`src/rtl/dvp_cam_tx.sv`:
```
// DVP (OV7670-style) camera transmitter: sends RGB565 frames high byte first on cam_vsync/cam_href/cam_dat,
// sourced from a valid/ready pixel stream or from a built-in {line, column} test pattern.
module dvp_cam_tx #(
   parameter int H_ACTIVE = 40,
   parameter int V_ACTIVE = 30,
   parameter int H_BLANK  = 16,
   parameter int V_SYNC   = 8,
   parameter int V_BACK   = 8,
   parameter int V_FRONT  = 8
) (
   input  logic        clk,
   input  logic        resetn,
   input  logic        enable,
   input  logic        pattern_en,
   input  logic [15:0] pix_data,
   input  logic        pix_valid,
   output logic        pix_ready,
   output logic        cam_vsync,
   output logic        cam_href,
   output logic [7:0]  cam_dat,
   output logic        frame_done,
   output logic        underrun
);

   localparam int BYTES = 2 * H_ACTIVE;
   localparam int BW    = $clog2(BYTES);
   localparam int LW    = (V_ACTIVE > 1) ? $clog2(V_ACTIVE) : 1;
   localparam int PMAX_A = (V_SYNC > V_BACK) ? V_SYNC : V_BACK;
   localparam int PMAX_B = (H_BLANK > V_FRONT) ? H_BLANK : V_FRONT;
   localparam int PMAX   = (PMAX_A > PMAX_B) ? PMAX_A : PMAX_B;
   localparam int PW     = (PMAX > 1) ? $clog2(PMAX) : 1;

   localparam logic [BW-1:0] BYTE_LAST  = BW'(BYTES - 1);
   localparam logic [LW-1:0] LINE_LAST  = LW'(V_ACTIVE - 1);
   localparam logic [PW-1:0] SYNC_LAST  = PW'(V_SYNC - 1);
   localparam logic [PW-1:0] BACK_LAST  = PW'(V_BACK - 1);
   localparam logic [PW-1:0] BLANK_LAST = PW'(H_BLANK - 1);
   localparam logic [PW-1:0] FRONT_LAST = PW'(V_FRONT - 1);

   typedef enum logic [2:0] {
      S_IDLE, S_VSYNC, S_VBACK, S_ACTIVE, S_BLANK, S_VFRONT
   } state_t;

   state_t          r_state;
   state_t          w_state_nxt;
   logic            w_phase_end;
   logic            w_start;
   logic [PW-1:0]   r_phase;
   logic [BW-1:0]   r_byte;
   logic [LW-1:0]   r_line;
   logic            r_pat;
   logic [7:0]      r_lo;
   logic [7:0]      w_col;
   logic [7:0]      w_line8;

   logic            r_ready;
   logic            r_vsync;
   logic            r_href;
   logic [7:0]      r_dat;
   logic            r_done;
   logic            r_under;

   assign w_col   = 8'(r_byte >> 1);
   assign w_line8 = 8'(r_line);
   assign w_start = (w_state_nxt == S_VSYNC) && (r_state != S_VSYNC);

   // NOTE: every combinational output gets a default before the case so no latch can be inferred.
   always_comb begin
      w_phase_end = 1'b0;
      w_state_nxt = r_state;
      case (r_state)
         S_VSYNC:  w_phase_end = (r_phase == SYNC_LAST);
         S_VBACK:  w_phase_end = (r_phase == BACK_LAST);
         S_BLANK:  w_phase_end = (r_phase == BLANK_LAST);
         S_VFRONT: w_phase_end = (r_phase == FRONT_LAST);
         default:  w_phase_end = 1'b0;
      endcase
      case (r_state)
         S_IDLE:   if (enable) w_state_nxt = S_VSYNC;
         S_VSYNC:  if (w_phase_end) w_state_nxt = S_VBACK;
         S_VBACK:  if (w_phase_end) w_state_nxt = S_ACTIVE;
         S_ACTIVE: if (r_byte == BYTE_LAST) w_state_nxt = S_BLANK;
         S_BLANK:  if (w_phase_end) w_state_nxt = (r_line == LINE_LAST) ? S_VFRONT : S_ACTIVE;
         S_VFRONT: if (w_phase_end) w_state_nxt = enable ? S_VSYNC : S_IDLE;
         default:  w_state_nxt = S_IDLE;
      endcase
   end

   // NOTE: all state uses non-blocking assignments so every register samples pre-edge values.
   always_ff @(posedge clk) begin
      if (!resetn) begin
         r_state <= S_IDLE;
         r_phase <= '0;
         r_byte  <= '0;
         r_line  <= '0;
         r_pat   <= 1'b0;
         r_lo    <= 8'h00;
         r_ready <= 1'b0;
         r_vsync <= 1'b0;
         r_href  <= 1'b0;
         r_dat   <= 8'h00;
         r_done  <= 1'b0;
         r_under <= 1'b0;
      end else begin
         r_state <= w_state_nxt;

         if (w_state_nxt != r_state) begin
            r_phase <= '0;
            r_byte  <= '0;
         end else begin
            if (r_state inside {S_VSYNC, S_VBACK, S_BLANK, S_VFRONT}) r_phase <= r_phase + PW'(1);
            if (r_state == S_ACTIVE) r_byte <= r_byte + BW'(1);
         end

         // Line index survives the ACTIVE/BLANK ping-pong and clears once the frame leaves video.
         if (r_state == S_BLANK && w_state_nxt == S_ACTIVE) r_line <= r_line + LW'(1);
         else if (w_state_nxt != S_ACTIVE && w_state_nxt != S_BLANK) r_line <= '0;

         if (w_start) r_pat <= pattern_en;

         // Outputs trail the state by one cycle; pix_ready leads each high byte by one.
         r_vsync <= (r_state == S_VSYNC);
         r_href  <= (r_state == S_ACTIVE);
         r_done  <= (r_state == S_VFRONT) && w_phase_end;
         r_ready <= !r_pat &&
                    (((w_state_nxt == S_ACTIVE) && (r_state != S_ACTIVE)) ||
                     ((r_state == S_ACTIVE) && r_byte[0] && (r_byte != BYTE_LAST)));

         if (r_ready) r_lo <= pix_valid ? pix_data[7:0] : 8'h00;

         if (r_ready && !pix_valid) r_under <= 1'b1;
         else if (r_state == S_VSYNC && r_phase == '0) r_under <= 1'b0;

         if (r_state == S_ACTIVE) begin
            if (r_pat) r_dat <= r_byte[0] ? w_col : w_line8;
            else       r_dat <= r_byte[0] ? r_lo : (pix_valid ? pix_data[15:8] : 8'h00);
         end else begin
            r_dat <= 8'h00;
         end
      end
   end

   assign pix_ready  = r_ready;
   assign cam_vsync  = r_vsync;
   assign cam_href   = r_href;
   assign cam_dat    = r_dat;
   assign frame_done = r_done;
   assign underrun   = r_under;

endmodule
```
`config.mk`:
```
export PLATFORM = sky130hd
export DESIGN_NAME = dvp_cam_tx
export DESIGN_NICKNAME = d
export VERILOG_FILES = /design/src/rtl/dvp_cam_tx.sv
export SDC_FILE = /design/constraint.sdc
export NUM_CORES = 1
export LEC_CHECK = 0
export ABC_AREA = 1
export CAP_MARGIN = 40
export CORE_MARGIN = 5
export CORE_UTILIZATION = 45
export CTS_CLUSTER_DIAMETER = 100
export DETAILED_ROUTE_END_ITERATION = 7
export PLACE_DENSITY = 0.75
export SLEW_MARGIN = 20
export SYNTH_ARGS = -nofsm -noshare
export SYNTH_HDL_FRONTEND = slang
export SYNTH_SLANG_ARGS = --single-unit
export TNS_END_PERCENT = 1
```
`constraint.sdc`:
```
create_clock -name clk -period 3.86 [get_ports clk]
set_input_delay 0.579 -clock clk [delete_from_list [all_inputs] [get_ports clk]]
set_output_delay 0.579 -clock clk [all_outputs]
set_load 0.1 [all_outputs]
```
# Word level (Yosys, flattened, before mapping)
# Cells that the tools add are included.
# totals
reg_bits,41
inputBits,21
# classes
n_eq_ne,17
bitwise,1
reduce_logical,21
n_mux,19
addsub,3
# op_table
cell,count
2-to-1 mux 8 bit,4
2-to-1 mux 3 bit,7
one-hot mux 3 bit (6 select lines),1
logical AND 1 bit,10
2-to-1 mux 5 bit,2
equality test 3 x 2 -> 1 bit (second input constant),3
adder 7 x 1 -> 7 bit (second input constant),1
equality test 7 bit (second input constant),1
inequality test 7 bit (second input constant),1
equality test 3 x 1 -> 1 bit (second input constant),2
equality test 3 bit (second input constant),2
2-to-1 mux 6 bit,1
inequality test 3 x 2 -> 1 bit (second input constant),2
adder 5 x 1 -> 5 bit (second input constant),1
equality test 5 bit (second input constant),1
adder 4 x 1 -> 4 bit (second input constant),1
equality test 4 x 3 -> 1 bit (second input constant),1
equality test 4 bit (second input constant),1
logical NOT 4 bit,1
nonzero test 2 bit,2
nonzero test 4 bit,1
logical NOT 3 bit,1
2-to-1 mux 1 bit,3
inequality test 3 x 1 -> 1 bit (second input constant),1
9 further kinds,10

# Logic depth before layout (Yosys ltp)
# depth
depth_word,9
ltp_mapped,14

# Least setup slack after synthesis
# Ideal clock, no wire load.
# synth_path
path_kind,reg2reg
startpoint,register r_ready (netlist: pix_ready)
endpoint,register r_lo[6]
t_arrival_ns,1.546
path_slack_ns,2.182
path_stages_with_launch,5
setup_time_ns,0.132
n_path_buf,1
path_cell_list,dfxtp_1 -> clkbuf_1 -> inv_1 -> nand2_1 -> a21oi_1
# synth_rtl
element,line_no,source
"start, declared",56,logic r_ready;
"start signal, assigned",125,r_ready <= !r_pat &&
"end signal, assigned",129,if (r_ready) r_lo <= pix_valid ? pix_data[7:0] : 8'h00;
"end, declared",52,logic [7:0] r_lo;

# Worst setup path after layout
# layout_path
startpoint,register r_ready (netlist: pix_ready)
endpoint,output pix_ready
# layout_rtl
element,line_no,source
"end, declared",17,"output logic pix_ready,"
# No word-level cell between the ends.

==> run_results.csv <==
group,metric,value,unit
cts,htree_levels,2,
drt,route.vias.total,1831,
cts,cts_hold_buf,0,
floorplan,core_area,4354,um^2
min_path,hold-path-endpoint,"r_lo[3]$_SDFFE_PN0P_",
placement,dp_hpwl,3.598,mm
cells_and_area,nets,331,
placement,io_buffers,33,
timing,finClkSkew,11.56,ps
run_status,status,"finished, final reports clean",
power,p_clk_share,38.2,%
timing,hold_viol,0,
cts,ctsResizeCount,0,
cells_and_area,drive_gt1_share,19.28,%
critical_path,regToRegStartpoint,"r_state[0]$_SDFF_PN0_",
global_route,grt_max_degree,22,
cells_and_area,fillCellCount,381,
cts,cts.clk_slew.worst_paths,70,ps
critical_path,required,3280,ps
timing,maxSlewViolCount,0,
power,seq_power_share,53.4,%
synth,yosysSeqAreaShare,40.62,%
cts,cts_root_buf,"clkbuf_8",
drt,wl,4.731,mm
critical_path,endpoint_kind,"primary output",
timing,fin_crit,2170,ps
timing,period_share,56.21,%
critical_path,reg2reg_depth,8,
timing,max_slew_margin,59.27,%
synth,ys_seq_elements,41,
timing,fmax,460.9,MHz
drt,drt-initial-drc-count,138,
timing,final.setup.tns,0,ps
timing,setup_viol,0,
power,cellLeakagePower,1.019,nW
global_route,track_usage,16.51,%
floorplan,die_area,5931,um^2
critical_path,r2r_slack,1720,ps
floorplan,io_pins,34,
cts,cts_tree,"yes",
cts,cts.path.max_buffers,2,
floorplan,start_util,46.41,%
floorplan,num_rows,24,
cts,clock-sinks,41,
critical_path,r2r_end,"r_phase[2]$_SDFFE_PP0P_",
cts,numCtsBuffers,5,
min_path,hp-class,"reg2reg",
global_route,overflow,0,
power,p_sw_share,23.09,%
synth,syn-instance-count,258,
critical_path,crit_start,"pix_ready$_SDFF_PN0_",
drt,drt.antenna.violating_nets,0,
synth,synth_cell_types,33,
power,power_switching,185.5,uW
power,internal_power,617.8,uW
floorplan,die_x,77.01,um
critical_path,crit_type,"reg2out",
synth,yosysWarnings,0,
global_route,antenna_found_initial,0,
power,p_per_area,299.0,nW/um^2
timing,rsz0062_at_grt,"no",
cells_and_area,n_antenna_cell,0,
power,p_comb_share,8.4,%
critical_path,crit_arrival,1590,ps
critical_path,crit_fanout,11,
synth,syn_nets,284,
critical_path,setup.worst_path.start_class,"flip-flop",
drt,first_pass_iters,4,
timing,worstMarginPinSlew,610.3,ps
drt,drc_errors,0,
synth,synth_area_per_cell,7.832,um^2
global_route,grt_pass1_vias,1698,
floorplan,die_h,77.01,um
run,cap_violations,0,
power,finalPower,803.2,uW
drt,vias_per_cell,5.115,
cells_and_area,layout-area-overhead-vs-synth,32.94,%
min_path,hold_depth,2,
power,ir_drop,0.0001764,V
synth,syn_area,2021,um^2
placement,gp_congestion,0.8107,
cts,post_cts_buffers,0,
global_route,grt_pass1_wl,7.928,mm
drt,post_drt_wl_per_cell,13.22,um
cts,insertion_delay,300,ps
min_path,min-delay-start,"r_lo[3]$_SDFFE_PN0P_",
power groups by stage:
stage / logic, mW / clock network (mW) / registers (mW)
final: 0.0675 / 0.307 / 0.429
after global routing: 0.0739 / 0.327 / 0.429
after CTS: 0.0675 / 0.310 / 0.429
after detailed placement: 0.0667 / 0 / 0.439
after global placement: 0.0649 / 0 / 0.439
after floorplan: 0.0361 / 0 / 0.441
worst max-delay path by stage:
stage | endpoint | slack (ps) | cells past startpoint
final | pix_ready | 1690 | 2
after global routing | r_phase[2]$_SDFFE_PP0P_ | 1470 | 8
after CTS | pix_ready | 1690 | 2
after detailed placement | r_phase[2]$_SDFFE_PP0P_ | 1660 | 6
after global placement | pix_ready | 1620 | 1
after floorplan | r_lo[6]$_SDFFE_PN0P_ | 2180 | 4
cell families after synthesis:
| kind of cell | Yosys count | share of synthesized area (%) |
|---|---|---|
| simple gates | 120 | 31.27 |
| compound gates | 49 | 14.37 |
| flops | 41 | 40.62 |
| buf+inv | 34 | 6.687 |
| xor+xnor | 8 | 3.468 |
| fa+ha+maj | 5 | 3.096 |
| mux | 1 | 0.4954 |
synthesized netlist by cell type:
master | number | share of area, %
a211oi_1 | 2 | 0.74
a21boi_0 | 1 | 0.37
a21oi_1 | 27 | 6.7
a21oi_2 | 4 | 1.7
a221oi_1 | 1 | 0.43
a22oi_1 | 4 | 1.5
a41oi_1 | 1 | 0.43
buf_6 | 1 | 0.56
clkbuf_1 | 6 | 1.1
dfxtp_1 | 41 | 41
ha_1 | 5 | 3.1
inv_1 | 22 | 4.1
inv_2 | 5 | 0.93
mux2i_1 | 1 | 0.50
nand2_1 | 46 | 8.5
nand2_2 | 7 | 2.2
nand2_4 | 1 | 0.56
nand3_1 | 24 | 5.9
nand3_2 | 6 | 3.0
nand3_4 | 2 | 1.7
nand4_1 | 4 | 1.2
nor2_1 | 14 | 2.6
nor2_2 | 6 | 1.9
nor2_4 | 2 | 1.1
nor3_1 | 2 | 0.50
nor3_2 | 1 | 0.50
nor4_1 | 2 | 0.62
o21a_1 | 1 | 0.37
o21ai_0 | 6 | 1.5
o22ai_1 | 2 | 0.62
or2_2 | 3 | 0.93
xnor2_1 | 2 | 0.87
xor2_1 | 6 | 2.6
sequential cells by signal, indices dropped and copies added, names as in the netlist:
signal / count
underrun: 1
r_line: 5
cam_href: 1
r_lo: 8
r_phase: 4
cam_dat: 8
cam_vsync: 1
pix_ready: 1
r_byte: 7
r_state: 3
r_pat: 1
frame_done: 1
placed cells by master, fill, tap and decap left out, types with 3 or more instances in the layout:
cell / synthesis / routed
xor2_1: 6 / 6
a21oi_2: 4 / 4
a22oi_1: 4 / 4
ha_1: 5 / 5
o21ai_0: 6 / 6
nor2_2: 6 / 6
a21oi_1: 27 / 27
or2_2: 3 / 3
nor2_1: 14 / 14
nand3_2: 6 / 6
nand4_1: 4 / 4
inv_1: 22 / 22
dfxtp_1: 41 / 41
inv_2: 5 / 5
nand3_1: 24 / 24
nand2_2: 7 / 7
nand2_1: 46 / 46
clkdlybuf4s50_1: 0 / 33
buf_8: 0 / 13
clkbuf_8: 0 / 7
area by class of cell:
cell class              instances  area, um^2  area share (%)
repair buffers                 47       533.0           19.84
inverters                      27       101.3           3.773
flip-flops and latches         41       820.8           30.55
clock inverters                 1       5.005          0.1863
well taps                      52       65.06           2.422
multi-input cells             183        1065           39.64
clock buffers                   7       96.34           3.586
stage by stage:
stage               area, um^2  hold WS, ps  setup WS (ps)  instances  utilization, %
floorplan                 2021        445.3           2182        258               -
global placement          2390        456.9           1621        337           54.89
detailed placement        2585        460.9           1657        350           59.37
CTS                       2686        471.7           1694        358           61.70
global route              2686        508.4           1475        358           61.70
finish                    2686        472.8           1690        358           61.70
critical path: stages (launching register included):
cell	delay (ps)
dfxtp_1	510
clkdlybuf4s50_1	590
buf_8	200
per-layer routing:
| metal | wire [um] | share of wire [%] | track usage, % |
|---|---|---|---|
| met1 | 2123 | 45 | 22.00 |
| met2 | 2311 | 49 | 26.32 |
| met3 | 198 | 4.2 | 2.576 |
| met4 | 97 | 2.1 | 7.216 |
| met5 | 0 | 0 | 0 |
Power figures use the tool's default switching activity.
